===== src/rtl/uart_pkg.sv =====
// ----------------------------------------------------------------------------
// uart_pkg
// Shared definitions for the UART transmit path: serializer state encoding,
// frame constants and the even-parity helper used when the optional parity
// bit is built in (macro UART_TX_PARITY_EN, see uart_tx_fifo).
// ----------------------------------------------------------------------------
package uart_pkg;

  localparam int   DATA_BITS  = 8;
  localparam logic START_BIT  = 1'b0;
  localparam logic STOP_BIT   = 1'b1;
  localparam logic IDLE_LEVEL = 1'b1;

  // PARITY is only reachable when the parity option is compiled in; keeping
  // it in the enum gives both builds the same state encoding.
  typedef enum logic [2:0] {
    IDLE,
    START,
    DATA,
    PARITY,
    STOP
  } tx_state_e;

  // Even parity: the extra bit makes the total count of ones even.
  function automatic logic even_parity(input logic [DATA_BITS-1:0] data);
    return ^data;
  endfunction

endpackage


===== src/rtl/sync_fifo.sv =====
// ----------------------------------------------------------------------------
// sync_fifo
// Single-clock FIFO with registered occupancy count. The head entry is
// visible on dout combinationally so a reader can pop and use it on the
// same edge. Pushes while full and pops while empty are ignored.
//
// Ports:
//   clk    in   system clock
//   rst    in   synchronous active-high reset (pointers and count only)
//   push   in   write request, honoured when not full
//   pop    in   read request, honoured when not empty
//   din    in   WIDTH-bit write data
//   dout   out  WIDTH-bit head entry
//   full   out  count == DEPTH
//   empty  out  count == 0
//   count  out  AW+1-bit occupancy
// ----------------------------------------------------------------------------
module sync_fifo #(
  parameter int WIDTH = 8,
  parameter int DEPTH = 8,
  parameter int AW    = 3
) (
  input  logic             clk,
  input  logic             rst,
  input  logic             push,
  input  logic             pop,
  input  logic [WIDTH-1:0] din,
  output logic [WIDTH-1:0] dout,
  output logic             full,
  output logic             empty,
  output logic [AW:0]      count
);

  localparam logic [AW:0] FULL_COUNT = (AW+1)'(DEPTH);

  logic [WIDTH-1:0] mem [DEPTH];
  logic [AW-1:0]    wr_ptr;
  logic [AW-1:0]    rd_ptr;
  logic [AW:0]      count_q;
  logic             do_push;
  logic             do_pop;

  assign do_push = push && !full;
  assign do_pop  = pop && !empty;

  // NOTE: sequential state uses non-blocking assignments so every flop
  // samples pre-edge values, independent of statement order.
  always_ff @(posedge clk) begin
    if (rst) begin
      wr_ptr  <= '0;
      rd_ptr  <= '0;
      count_q <= '0;
    end else begin
      // DEPTH is a power of two, so the pointers wrap naturally.
      if (do_push) wr_ptr <= wr_ptr + 1'b1;
      if (do_pop)  rd_ptr <= rd_ptr + 1'b1;
      case ({do_push, do_pop})
        2'b10:   count_q <= count_q + 1'b1;
        2'b01:   count_q <= count_q - 1'b1;
        default: count_q <= count_q;
      endcase
    end
  end

  // NOTE: the storage array has no reset; the count guards every read, so
  // stale contents are never observed and the array can map to plain RAM.
  always_ff @(posedge clk) begin
    if (do_push) mem[wr_ptr] <= din;
  end

  assign dout  = mem[rd_ptr];
  assign full  = (count_q == FULL_COUNT);
  assign empty = (count_q == '0);
  assign count = count_q;

endmodule


===== src/rtl/uart_tx_fifo.sv =====
// ----------------------------------------------------------------------------
// uart_tx_fifo
// Buffers bytes from a single-cycle write strobe in a small FIFO and
// serializes them as asynchronous frames (start, 8 data bits LSB first,
// stop) on a registered txd line. Back-to-back frames are contiguous.
//
// Build option: define UART_TX_PARITY_EN to insert an even-parity bit
// between the last data bit and the stop bit (11-bit frames).
//
// Ports:
//   clk    in   system clock
//   rst    in   synchronous active-high reset; aborts any frame in flight
//   wr     in   write strobe; din captured when wr=1 and full=0
//   din    in   8-bit character
//   full   out  FIFO holds FIFO_DEPTH entries
//   empty  out  FIFO holds no entries
//   busy   out  serializer is not idle
//   ovf    out  sticky: a write was attempted while full (cleared by rst)
//   txd    out  serial line, idle high, driven from a flop
// ----------------------------------------------------------------------------
module uart_tx_fifo
  import uart_pkg::*;
#(
  parameter int BAUD_DIV   = 104,
  parameter int FIFO_DEPTH = 8,
  parameter int AW         = 3
) (
  input  logic       clk,
  input  logic       rst,
  input  logic       wr,
  input  logic [7:0] din,
  output logic       full,
  output logic       empty,
  output logic       busy,
  output logic       ovf,
  output logic       txd
);

  localparam int             CW        = (BAUD_DIV > 1) ? $clog2(BAUD_DIV) : 1;
  localparam logic [CW-1:0]  BAUD_LAST = CW'(BAUD_DIV - 1);
  localparam logic [2:0]     BIT_LAST  = 3'(DATA_BITS - 1);

  tx_state_e      state_q, state_d;
  logic [CW-1:0]  baud_q, baud_d;
  logic [2:0]     bit_q, bit_d;
  logic [7:0]     shift_q, shift_d;
  logic           txd_q, txd_d;
  logic           ovf_q;
  logic           baud_tick;
  logic           load;
  logic           pop;
`ifdef UART_TX_PARITY_EN
  logic           par_q, par_d;
`endif

  logic [7:0]     fifo_dout;
  logic           fifo_full;
  logic           fifo_empty;
  logic [AW:0]    fifo_count_unused;

  sync_fifo #(
    .WIDTH (DATA_BITS),
    .DEPTH (FIFO_DEPTH),
    .AW    (AW)
  ) u_fifo (
    .clk   (clk),
    .rst   (rst),
    .push  (wr),
    .pop   (pop),
    .din   (din),
    .dout  (fifo_dout),
    .full  (fifo_full),
    .empty (fifo_empty),
    .count (fifo_count_unused)
  );

  assign baud_tick = (baud_q == BAUD_LAST);

  // --------------------------------------------------------------------------
  // Serializer next-state logic. txd_d is the level for the bit that starts
  // on this edge, so txd itself is a plain flop with no path from wr/din.
  // --------------------------------------------------------------------------
  always_comb begin
    // NOTE: every variable gets a default before the case so no path
    // leaves one unassigned, which would otherwise infer a latch.
    state_d = state_q;
    baud_d  = baud_q;
    bit_d   = bit_q;
    shift_d = shift_q;
    txd_d   = txd_q;
    load    = 1'b0;
`ifdef UART_TX_PARITY_EN
    par_d   = par_q;
`endif

    if (state_q != IDLE) begin
      baud_d = baud_tick ? '0 : baud_q + 1'b1;
    end

    case (state_q)
      IDLE: begin
        if (!fifo_empty) load = 1'b1;
      end

      START: begin
        if (baud_tick) begin
          state_d = DATA;
          txd_d   = shift_q[0];
        end
      end

      DATA: begin
        if (baud_tick) begin
          shift_d = {1'b0, shift_q[7:1]};
          if (bit_q == BIT_LAST) begin
`ifdef UART_TX_PARITY_EN
            state_d = PARITY;
            txd_d   = par_q;
`else
            state_d = STOP;
            txd_d   = STOP_BIT;
`endif
          end else begin
            bit_d = bit_q + 1'b1;
            txd_d = shift_q[1];
          end
        end
      end

`ifdef UART_TX_PARITY_EN
      PARITY: begin
        if (baud_tick) begin
          state_d = STOP;
          txd_d   = STOP_BIT;
        end
      end
`endif

      STOP: begin
        if (baud_tick) begin
          // Chain straight into the next start bit when data is waiting.
          if (!fifo_empty) begin
            load = 1'b1;
          end else begin
            state_d = IDLE;
            txd_d   = IDLE_LEVEL;
          end
        end
      end

      default: begin
        state_d = IDLE;
        txd_d   = IDLE_LEVEL;
      end
    endcase

    if (load) begin
      shift_d = fifo_dout;
      bit_d   = '0;
      baud_d  = '0;
      state_d = START;
      txd_d   = START_BIT;
`ifdef UART_TX_PARITY_EN
      par_d   = even_parity(fifo_dout);
`endif
    end
  end

  assign pop = load;

  always_ff @(posedge clk) begin
    if (rst) begin
      state_q <= IDLE;
      baud_q  <= '0;
      bit_q   <= '0;
      shift_q <= '0;
      txd_q   <= IDLE_LEVEL;
`ifdef UART_TX_PARITY_EN
      par_q   <= 1'b0;
`endif
    end else begin
      state_q <= state_d;
      baud_q  <= baud_d;
      bit_q   <= bit_d;
      shift_q <= shift_d;
      txd_q   <= txd_d;
`ifdef UART_TX_PARITY_EN
      par_q   <= par_d;
`endif
    end
  end

  // Overflow is judged on the registered full flag, so a write on the same
  // edge as a pop from a full FIFO is still dropped and still flagged.
  always_ff @(posedge clk) begin
    if (rst) begin
      ovf_q <= 1'b0;
    end else if (wr && fifo_full) begin
      ovf_q <= 1'b1;
    end
  end

  assign full  = fifo_full;
  assign empty = fifo_empty;
  assign busy  = (state_q != IDLE);
  assign ovf   = ovf_q;
  assign txd   = txd_q;

endmodule


===== config.mk =====
export PLATFORM = sky130hd
export DESIGN_NAME = uart_tx_fifo
export DESIGN_NICKNAME = d
export VERILOG_FILES = /design/src/rtl/uart_pkg.sv /design/src/rtl/sync_fifo.sv /design/src/rtl/uart_tx_fifo.sv
export SDC_FILE = /design/constraint.sdc
export NUM_CORES = 1
export LEC_CHECK = 0
export BUFFER_PORTS_ARGS = -buffer_cell sky130_fd_sc_hd__clkbuf_2
export CAP_MARGIN = 10
export CORE_AREA = 2 2 104 126
export CTS_CLUSTER_SIZE = 16
export DETAILED_ROUTE_END_ITERATION = 8
export DIE_AREA = 0 0 106 128
export HOLD_SLACK_MARGIN = 0.1
export PLACE_DENSITY_LB_ADDON = 0.08
export SYNTH_ARGS = -nofsm -noshare
export SYNTH_HDL_FRONTEND = slang
export SYNTH_SLANG_ARGS = --single-unit
export TNS_END_PERCENT = 5

===== constraint.sdc =====
create_clock -name clk -period 3.3 [get_ports clk]
set_input_delay 0.33 -clock clk [delete_from_list [all_inputs] [get_ports clk]]
set_output_delay 0.33 -clock clk [all_outputs]
set_load 0.1 [all_outputs]

==> results of run 1 <==
[where the power goes]
group | switching [W] | internal (W)
Combinational | 0.000859 | 0.000505
Clock | 0.000483 | 0.000529
Sequential | 0.000128 | 0.00148
Total | 0.00147 | 0.00252
[critical path: cells and delay by family, from the launching register on]
family                   cells  cell delay, ns
AND/OR/NAND/NOR              3            0.66
adder cells (fa/ha/maj)      3            0.63
AO/OA/AOI/OAI                3            0.49
flip-flops                   1            0.37
XOR/XNOR                     2            0.33
buffers and inverters        1            0.17
[cell type report]
| type | instances | area (µm²) | area share |
|---|---|---|---|
| multi-input combinational | 179 | 1480 | 0.309 |
| sequential | 100 | 2640 | 0.550 |
| clock buffer | 9 | 225 | 0.0469 |
| timing repair buffer | 25 | 150 | 0.0313 |
| clock inverter | 7 | 70.1 | 0.0146 |
| inverter | 6 | 27.5 | 0.00573 |
| tap | 164 | 205 | 0.0427 |
[worst paths after layout]
| path | slack [ns] | endpoint | from |
|---|---|---|---|
| worst min-delay path | 0.23 | ovf | wr |
| worst max register to register | 0.58 | u_fifo.count[2] | baud_q[0] |
| worst max-delay path | 0.58 | u_fifo.count[2] | baud_q[0] |
| worst min register to register | 0.48 | ovf | ovf |
[routing by layer]
layer / track usage / up-vias
li1: - / 1164
met1: 0.155 / 1153
met2: 0.217 / 25
met3: 0.0285 / 12
met4: 0.0588 / 0
met5: 0 / -
[synth_stat cells, drive strengths merged]
library cell	n
o32a	1
inv	5
clkbuf	7
xnor2	6
nor2b	1
or3b	1
or4	1
a221o	1
a32oi	1
nand3	4
and4bb	1
nor3	9
nand2b	3
and4	1
o21a	2
or3	2
nor4	2
mux2i	3
and3	1
o21ai	4
ha	8
nor2	35
a21oi	12
nand4	2
mux4	16
nand2	29
a2111oi	1
mux2	8
o311a	1
nand4bb	1
clkinv	1
a211oi	1
xor2	8
a311oi	7
o31ai	1
or2	1
buf	7
nor4bb	1
a31oi	1
edfxtp	64
o21ba	1
nor4b	1
dfxtp	36
[per-stage QoR]
stage	instances	utilization	hold slack (ns)	total power (W)
floorplan	299	-	0.413	0.00276
global placement	474	0.362	0.451	0.00303
detailed placement	474	0.362	0.465	0.00303
CTS	490	0.386	0.222	0.00406
global route	490	0.386	0.255	0.00423
finish	490	0.386	0.228	0.00399
[placed cells by master, fill, tap and decap left out, types with 4 or more instances in the layout]
| cell | instances |
|---|---|
| inv_1 | 5 |
| mux4_2 | 16 |
| nand2_1 | 29 |
| a311oi_2 | 7 |
| clkbuf_2 | 15 |
| a21oi_1 | 12 |
| xor2_1 | 8 |
| clkinv_4 | 4 |
| xnor2_1 | 6 |
| nor2_1 | 35 |
| nor3_1 | 9 |
| mux2_2 | 8 |
| buf_4 | 10 |
| dfxtp_1 | 36 |
| o21ai_0 | 4 |
| ha_1 | 8 |
| clkbuf_16 | 9 |
| edfxtp_1 | 64 |
[cells by family after synthesis]
group                      count (synthesis)  synth area share
AOI/OAI and AO/OA                         34            0.0663
xor gates and xnor gates                  14            0.0291
adders and majority gates                  8            0.0238
buffers and inverters                     20            0.0253
DFF                                      100             0.628
muxes                                     27             0.114
and+or+nand+nor                           96             0.114
[registers in the layout, summed over array words and instances, names as in the netlist, named ones only]
signal,cells
state_q,3
u_fifo.mem,64
shift_q,8
baud_q,7
u_fifo.count,4
u_fifo.rd_ptr,3
u_fifo.wr_ptr,3
ovf,1
txd,1
bit_q,3
==> summary.txt, run 1 <==
Place
  • Gpl congestion: 0.757
  • Pre-CTS WS: slightly below 0.6 ns
  • Post-DP HPWL: about 5.2 mm
  • Placed cell area: 4510 µm²
  • Port buffer count: 15

Worst setup path
  • Largest stage delay on the critical path: between 0.3 and 0.4 ns
  • Crit path cell chain: ha_1 -> nand2_1 -> o21ai_0 -> nand3_2 -> inv_1 -> ha_1 -> xor2_1 -> ha_1 -> a21oi_1 -> xor2_1 -> or3_1 -> a21oi_1
  • WP data required: roughly 3.6 ns
  • WP data arrival: ~3.0 ns
  • Slowest cell on the critical path: dfxtp_1
  • Setup crit start kind: register
  • Worst Path Max Fanout: 10
  • Crit path top cell by count: ha_1
  • CP Capture Type: register
  • WS Path Type: register to register
  • Path depth of the worst reg2reg path: 12

Clock network
  • Clk pin slew, worst setup/hold paths: roughly 0.070 ns
  • CTS Buf Count: 9
  • Clock Root Buffer: clkbuf_16
  • Hold Buf Count CTS: 0
  • Longest Clk Path Bufs: 2
  • Htree depth: 3
  • CTS resizes: 0
  • Clock sink total: 100
  • Worst-skew pair later-pin latency: 0.34 ns
  • Post-CTS setup repair buffer count: 0
  • CTS tree: done

Routing
  • Via-to-Cell Ratio: approximately 4.8
  • Met1 wire length: about 3.6 mm
  • Final antenna-violating net count: 0
  • Met3 WL: between 150 and 200 µm
  • Met2 Routed Length: 4.03 mm
  • Pre-antenna DRT Iters: 4
  • Vias: approximately 2.4k
  • WL/cell: between 15 and 20 µm
  • DRC viols: 0
  • 1st-iter DRT viols: 83
  • Final wirelength: 7.97 mm
  • Top Layer Used: met4

Floorplan
  • Starting Density: 0.338
  • Die span in y: 128 µm
  • I/O pins: 16
  • Core area: 12400 µm²
  • Row Count: 45
  • Die area: between 10000 and 15000 µm²
  • Die W: around 110 µm

STA
  • TNS Setup: 0 ns
  • Setup Skew: 0.00822 ns
  • Rel. slew slack: 0.464
  • Slew at the pin with the worst max-slew slack: ~0.80 ns
  • Slew Limit Fails: 0
  • RSZ-0062 raised after global routing: false
  • Final hold vios: 0
  • Fin crit share: 0.825
  • Maximum clock frequency: 367 MHz
  • Tmin final: roughly 2.7 ns
  • Setup ws final: ~0.58 ns
  • Final setup vio count: 0

Status
  • Status: completed

Synthesis
  • Leading area contributor after synthesis: edfxtp_1
  • Post-Synthesis Cells: roughly 300
  • Distinct cell type count after synthesis: 47
  • Synth Net Count: 318
  • Top cell type's share of synthesized area: 0.456
  • Register area share after synthesis: 0.628
  • Cell Area, Synth: 4210 µm²
  • Syn. warnings: 0
  • Top cells by area, synth: edfxtp_1 46%, dfxtp_1 17%, mux4_2 8.6%, nor2_1 3.1%, nand2_1 2.6%
  • Syn Area/Cell: 14.1 µm²
  • Flops & latches, synth: 100

Global route
  • GRT Util Overall: 0.128
  • Vias in the first global route: ~2.3k
  • First-pass GRT wire length: 12.7 mm
  • GRT overflow: 0
  • Pin count of the biggest net entering global routing: 23
  • Initial antenna violation count: 0

Layout
  • Fin nets: 340
  • Post-route cell area: ~4800 µm²
  • Area delta synth->final: 14.1%
  • Fillers: 1201
  • Ratio of cells with drive above 1 in the final layout: 0.255
  • Antenna Diode Count: 0

Min path
  • Worst Hold Class: primary input to register
  • Hold path depth: 3

Run
  • Total of max-cap violations: 0

Pwr
  • Pleak: approximately 1.6 nW
  • Worst vdd ir: 0.000658 V
  • P per Cell Area: about 830 nW/µm²
No activity file was read; power rests on OpenSTA's default activity.
==> inputs of run 2 (changes only) <==
==> constraint.sdc (replaced) <==
create_clock -name clk -period 2.31 [get_ports clk]
set_input_delay 0.231 -clock clk [delete_from_list [all_inputs] [get_ports clk]]
set_output_delay 0.231 -clock clk [all_outputs]
set_load 0.1 [all_outputs]
==> run 2 against run 1 <==
Effect of this change: critical path type unchanged; first-iteration DRC count is 3.6% higher; core utilization up 2.3 points; count of clock-buffer cells in the layout did not move; cell area is 5.9% higher.
==> summary.txt, run 2 (same netlist as run 1, synthesis figures left out) <==
Worst setup path
  • WP data arrival: ~2.5 ns
  • Crit path launch: u_fifo.count[3]
  • CP Capture Type: register
  • Slowest cell on the critical path: or4_4
  • Cell family with most CP delay: simple AND/OR/NAND/NOR gates
  • Setup crit start kind: register
  • Path depth of the worst reg2reg path: 10
  • Crit path top cell by count: o21a_1
  • Crit Reg-Reg Startpoint: u_fifo.count[3]
  • Reg2reg end: u_fifo.count[3]
  • Crit path cell chain: or4_4 -> nand3_2 -> inv_2 -> ha_4 -> buf_4 -> nor4bb_2 -> nand2_1 -> o21a_1 -> o21a_1 -> o21ba_2
  • WS Path Type: register to register
  • Worst Path Max Fanout: 4
  • Crit path buf inv count: 2
  • WP data required: 2.55 ns
  • Reg2reg setup slack: around 0.085 ns
  • Largest stage delay on the critical path: around 0.54 ns

STA
  • Fin Hold WS: ~0.13 ns
  • Slew Limit Fails: 0
  • Tmin final: 2.23 ns
  • Fin crit share: 0.963
  • RSZ-0062 raised after global routing: true
  • Rel. slew slack: 0.611
  • Final hold vios: 0
  • Slew at the pin with the worst max-slew slack: roughly 0.58 ns
  • Final setup vio count: 0
  • Setup Skew: between 0.007 and 0.008 ns
  • Maximum clock frequency: around 450 MHz

Global route
  • GRT overflow: 0
  • GRT Util Overall: 0.133
  • First-pass GRT wire length: 13.6 mm
  • Vias in the first global route: around 2.6k
  • Initial antenna violation count: 0
  • Pin count of the biggest net entering global routing: 23

Layout
  • Sequential cell area: roughly 2600 µm²
  • Commonest non-fill, non-tap cell in the layout: edfxtp_1
  • Fillers: 1164
  • Max reg flops: 64
  • Area delta synth->final: 20.8%
  • Fin nets: between 300 and 400
  • Antenna Diode Count: 0
  • Ratio of cells with drive above 1 in the final layout: 0.362
  • Commonest cells after routing, fill and taps aside: 64 x edfxtp_1, 39 x buf_4, 35 x nor2_1, 32 x dfxtp_1, 28 x nand2_1
  • Layout Cells excl Fill: 520
  • Multi-input logic area: around 1500 µm²
  • Most flops, register: u_fifo.mem
  • Biggest regs: u_fifo.mem (64), shift_q (8), baud_q (7)

Routing
  • Final antenna-violating net count: 0
  • Vias: ~2.5k
  • DRC viols: 0
  • Via-to-Cell Ratio: 4.85
  • WL/cell: 16.0 µm
  • Final wirelength: 8.34 mm
  • Pre-antenna DRT Iters: 4
  • 1st-iter DRT viols: 86

Min path
  • Hold path depth: 3
  • Worst Hold Class: primary input to register
  • Hold Startpoint: wr
  • WHS Endpoint: ovf

Clock network
  • CTS tree: done
  • Clock Root Buffer: clkbuf_16
  • Htree depth: 3
  • CTS Buf Count: 9
  • Worst-skew pair later-pin latency: between 0.3 and 0.4 ns
  • Clk pin slew, worst setup/hold paths: approximately 0.070 ns
  • Longest Clk Path Bufs: 2
  • Clock sink total: 100
  • Hold Buf Count CTS: 0

Place
  • Gpl congestion: 0.752
  • Placed insts: 503
  • Post-DP HPWL: ~5.6 mm
  • Port buffer count: 15

Status
  • Status: completed

Floorplan
  • Die span in y: 128 µm
  • Die area: about 14000 µm²
  • Starting Density: 0.338
  • Core area: around 12000 µm²
  • I/O pins: 16
  • Die W: ~110 µm
  • Row Count: 45

Pwr
  • P per Cell Area: approximately 1200 nW/µm²
  • Pleak: 1.76 nW
  • Worst vdd ir: roughly 0.00051 V
  • Tot Pwr: 0.00601 W

Run
  • Total of max-cap violations: 0
## run 2: cell types whose count changed in the layout (fill, tap and decap cells not counted), sizes merged
cell and delta:
clkinvlp -1, inv +2, buf +30, clkinv -1
## run 2: worst reg2reg max path, cell delays in order (launching register included)
cell and delay, ns:
dfxtp_1 0.31, or4_4 0.54, nand3_2 0.10, inv_2 0.06
ha_4 0.17, buf_4 0.13, nor4bb_2 0.26, nand2_1 0.08
o21a_1 0.12, o21a_1 0.16, o21ba_2 0.20
## run 2: layout make-up
| type | count | area share |
|---|---|---|
| sequential | 100 | 0.521 |
| multi-input combinational | 179 | 0.300 |
| timing repair buffer | 55 | 0.0763 |
| clock buffer | 9 | 0.0443 |
| tap | 164 | 0.0404 |
| clock inverter | 7 | 0.0130 |
| inverter | 6 | 0.00541 |
## run 2: report_power, final
group / total [W] / switching, W / internal, W
logic: 0.00231 / 0.00138 / 0.000934
clock network: 0.00146 / 0.000702 / 0.000760
registers: 0.00223 / 0.000107 / 0.00212
## run 2: per-layer routing
layer / global-route usage / vias to the layer above / wire, µm
met4: 0.0503 / 0 / 135
met3: 0.0280 / 10 / 208
met5: 0 / - / 0
met2: 0.226 / 25 / 4200
met1: 0.168 / 1263 / 3790
li1: - / 1226 / -
## run 2: worst max-delay path by stage
| stage | endpoint | slack, ns | depth (start not counted) |
|---|---|---|---|
| global route | u_fifo.count[2] | -0.02 | 12 |
| finish | u_fifo.count[3] | 0.08 | 10 |
| global placement | u_fifo.count[2] | 0.008 | 13 |
| floorplan | u_fifo.count[2] | -0.70 | 11 |
| CTS | u_fifo.count[2] | 0.009 | 13 |
| detailed placement | u_fifo.count[2] | 0.03 | 13 |
## run 2: through the flow
stage               cell area, µm²  setup TNS [ns]   util  setup slack, ns
detailed placement            4750               0  0.382           0.0347
finish                        5080               0  0.409           0.0850
global route                  5080         -0.0334  0.409          -0.0236
global placement              4750               0  0.382          0.00795
CTS                           5050               0  0.406          0.00910
floorplan                     4240           -3.17      -           -0.701
## run 2: repair_timing
item                       CTS  global route
resized for setup            0            13
setup endpoints to repair    0             2
buffers inserted             0             1
==> inputs of run 3 (changes only) <==
--- a/config.mk
+++ b/config.mk
@@ -5,13 +5,15 @@
 export SDC_FILE = /design/constraint.sdc
 export NUM_CORES = 1
 export LEC_CHECK = 0
+export ABC_AREA = 1
 export BUFFER_PORTS_ARGS = -buffer_cell sky130_fd_sc_hd__clkbuf_2
 export CAP_MARGIN = 10
-export CORE_AREA = 2 2 104 126
+export CORE_AREA = 2 2 105 128
 export CTS_CLUSTER_SIZE = 16
 export DETAILED_ROUTE_END_ITERATION = 8
-export DIE_AREA = 0 0 106 128
+export DIE_AREA = 0 0 107 130
 export HOLD_SLACK_MARGIN = 0.1
+export MAX_ROUTING_LAYER = met4
 export PLACE_DENSITY_LB_ADDON = 0.08
 export SYNTH_ARGS = -nofsm -noshare
 export SYNTH_HDL_FRONTEND = slang
==> constraint.sdc (replaced) <==
create_clock -name clk -period 2.85 [get_ports clk]
set_input_delay 0.285 -clock clk [delete_from_list [all_inputs] [get_ports clk]]
set_output_delay 0.285 -clock clk [all_outputs]
set_load 0.1 [all_outputs]
==> run 3 against run 2 <==
Effect of this change: non-clock buffer count down 30; cell area down 2.9%; via count is 20% higher; combinational power fell by 27%; core utilization down 2.4 points; total power shrank 20%; setup slack better by 0.33 ns; critical path type unchanged; critical endpoint is now u_fifo.count[2]; largest cell class unchanged.
==> summary.txt, run 3 <==
Synthesis
  • Async SR Flop Fraction: 0
  • Post-Synthesis Cells: 450
  • Syn Area/Cell: 9.71 µm²
  • Most instantiated cells after synthesis: 93 x nor2_1, 64 x edfxtp_1, 56 x nand2_1, 49 x o21ai_0, 36 x dfxtp_1
  • Flops & latches, synth: 100
  • Cell Area, Synth: ~4400 µm²
  • Syn. warnings: 0
  • Top cell type's share of synthesized area: 0.440
  • Most numerous cell in the Yosys netlist: nor2_1
  • Register area share after synthesis: 0.605
  • Dominant synthesized flop cell: edfxtp_1
  • Top cells by area, synth: edfxtp_1 44%, dfxtp_1 16%, nor2_1 8.0%, o21ai_0 5.6%, nand2_1 4.8%
  • Post-synth EDFFs: 64
  • Synth Net Count: between 400 and 500
  • Leading area contributor after synthesis: edfxtp_1
  • Distinct cell type count after synthesis: 30

Status
  • Status: completed

Pwr
  • Switching Share: 0.383
  • Reg power frac: 0.377
  • Clk pwr share: 0.269
  • Combinational share of power: 0.354
  • Worst vdd ir: slightly below 0.0007 V
  • Switching pwr: 0.00183 W
  • Pleak: 1.87 nW
  • P per Cell Area: approximately 970 nW/µm²
  • Int Pwr: 0.00296 W

Floorplan
  • Starting Density: 0.340
  • Core area: 12800 µm²
  • Die span in y: roughly 130 µm
  • I/O pins: 16
  • Die area: around 14000 µm²
  • Row Count: 46
  • Die W: 107 µm

STA
  • TNS Setup: 0 ns
  • Fin crit share: 0.856
  • Setup Skew: roughly 0.0055 ns
  • Maximum clock frequency: between 400 and 500 MHz
  • Slew Limit Fails: 0
  • Rel. slew slack: 0.383
  • Final setup vio count: 0
  • Tmin final: around 2.4 ns
  • Final hold vios: 0
  • Slew at the pin with the worst max-slew slack: 0.924 ns
  • RSZ-0062 raised after global routing: false

Global route
  • Pin count of the biggest net entering global routing: 33
  • GRT Util Overall: 0.152
  • First-pass GRT wire length: about 16 mm
  • GRT overflow: 0
  • Initial antenna violation count: 0
  • Vias in the first global route: approximately 3k

Worst setup path
  • Largest stage delay on the critical path: 0.37 ns
  • Slowest cell on the critical path: dfxtp_1
  • Reg2reg setup slack: just over 0.4 ns
  • Crit path cell chain: ha_1 -> nand2_2 -> nor2_4 -> nand2_4 -> nand2_4 -> nand2_4 -> inv_4 -> ha_1 -> nand2_1 -> inv_1 -> nor2_1 -> ha_1 -> a21oi_1 -> xnor2_1 -> o21ai_0 -> inv_1
  • Worst Path Max Fanout: 22
  • Reg2reg end: u_fifo.count[2]
  • WS Path Type: register to register
  • Crit Reg-Reg Startpoint: baud_q[0]
  • Setup crit start kind: register
  • WP data required: slightly above 3 ns
  • Path depth of the worst reg2reg path: 16
  • CP Capture Type: register
  • WP data arrival: around 2.7 ns

Routing
  • Final wirelength: approximately 9.5 mm
  • Via-to-Cell Ratio: approximately 4.7
  • Pre-antenna DRT Iters: 4
  • Vias: 3038
  • DRC viols: 0
  • WL/cell: 14.7 µm
  • Final antenna-violating net count: 0
  • 1st-iter DRT viols: between 150 and 200

Min path
  • Worst Hold Class: primary input to register
  • Hold Startpoint: wr
  • WHS Endpoint: ovf
  • Hold path depth: 3

Clock network
  • Longest Clk Path Bufs: 2
  • CTS Buf Count: 9
  • Clk pin slew, worst setup/hold paths: approximately 0.070 ns
  • Hold Buf Count CTS: 0
  • CTS tree: done
  • Post-CTS setup repair buffer count: 0
  • Clock Root Buffer: clkbuf_16
  • CTS resizes: 0
  • Clock sink total: 100
  • Htree depth: 3
  • Worst-skew pair later-pin latency: between 0.3 and 0.4 ns

Layout
  • Layout Cells excl Fill: 642
  • Commonest non-fill, non-tap cell in the layout: nor2_1
  • Most flops, register: u_fifo.mem
  • Ratio of cells with drive above 1 in the final layout: 0.118
  • Max reg flops: 64
  • Area delta synth->final: 13.0%
  • Fillers: 1256
  • Antenna Diode Count: 0
  • Biggest regs: u_fifo.mem (64), shift_q (8), baud_q (7)
  • Fin nets: about 490
  • Commonest cells after routing, fill and taps aside: 93 x nor2_1, 64 x edfxtp_1, 56 x nand2_1, 49 x o21ai_0, 36 x dfxtp_1

Place
  • Gpl congestion: between 0.7 and 0.8
  • Placed insts: between 600 and 700
  • Port buffer count: 15
  • Post-DP HPWL: 6.10 mm

Run
  • Total of max-cap violations: 0
## run 3: cell types whose count changed after synthesis, sizes merged, moves of 15 or more
cell,previous run,this run
nor2,35,98
o21ai,4,49
nand2,29,63
nand3,4,35
inv,5,32
mux4,16,0
a21oi,12,27
## run 3: worst max path at each step
stage | from | end | slack, ns | cells after the start
4_1_cts | baud_q[0] | u_fifo.count[2] | 0.39 | 16
3_3_place_gp | baud_q[0] | u_fifo.count[2] | 0.49 | 16
6_report | baud_q[0] | u_fifo.count[2] | 0.41 | 16
3_5_place_dp | baud_q[0] | u_fifo.count[2] | 0.38 | 16
2_1_floorplan | baud_q[0] | u_fifo.count[2] | 0.70 | 17
5_1_grt | baud_q[0] | u_fifo.count[2] | 0.13 | 15
## run 3: layout make-up
class | count | area [µm²] | area share
flip-flops and latches | 100 | 2640 | 0.535
clock inverters | 7 | 90.1 | 0.0183
multi-input cells | 301 | 1500 | 0.303
repair buffers | 25 | 150 | 0.0304
inverters | 32 | 123 | 0.0248
well taps | 168 | 210 | 0.0426
clock buffers | 9 | 225 | 0.0456
## run 3: through the flow
step | area, µm² | hold WS [ns] | power, W | util | setup slack (ns)
6_report | 4940 | 0.185 | 0.00479 | 0.385 | 0.410
2_1_floorplan | 4370 | 0.384 | 0.00322 | - | 0.698
5_1_grt | 4940 | 0.188 | 0.00512 | 0.385 | 0.132
3_3_place_gp | 4620 | 0.437 | 0.00353 | 0.360 | 0.486
3_5_place_dp | 4620 | 0.448 | 0.00355 | 0.360 | 0.383
4_1_cts | 4940 | 0.174 | 0.00485 | 0.385 | 0.387
## run 3: power by group through the flow
stage | Clock, W | Combinational, W | Sequential, W
after floorplan | 0 | 0.00136 | 0.00186
after global placement | 0 | 0.00170 | 0.00183
after detailed placement | 0 | 0.00171 | 0.00183
after CTS | 0.00133 | 0.00172 | 0.00180
after global routing | 0.00138 | 0.00192 | 0.00183
final | 0.00129 | 0.00169 | 0.00180
## run 3: kinds of logic (layout without fill, tap and decap cells)
kind of cell               count (synthesis)  after routing  synth area share
adders and majority gates                  8              8            0.0229
buffers and inverters                     49             73            0.0527
DFF                                      100            100             0.605
and+or+nand+nor                          209            209             0.215
xor gates and xnor gates                   6              6            0.0120
AOI/OAI and AO/OA                         78             78            0.0925
## run 3: per-layer routing
layer	up-vias	wire, µm	GRT usage	part of all wire
met1	1434	4370	0.181	0.46
met5	-	0	-	0
met3	15	186	0.0200	0.020
met4	0	216	0.0688	0.023
met2	36	4680	0.258	0.50
li1	1553	-	-	-
## run 3: critical path, delay by kind of cell (launching register included)
kind | cells | cell delay (ns)
and+or+nand+nor | 7 | 0.67
adders and majority gates | 3 | 0.61
DFF | 1 | 0.37
buffers and inverters | 3 | 0.31
AOI/OAI and AO/OA | 2 | 0.29
xor gates and xnor gates | 1 | 0.08
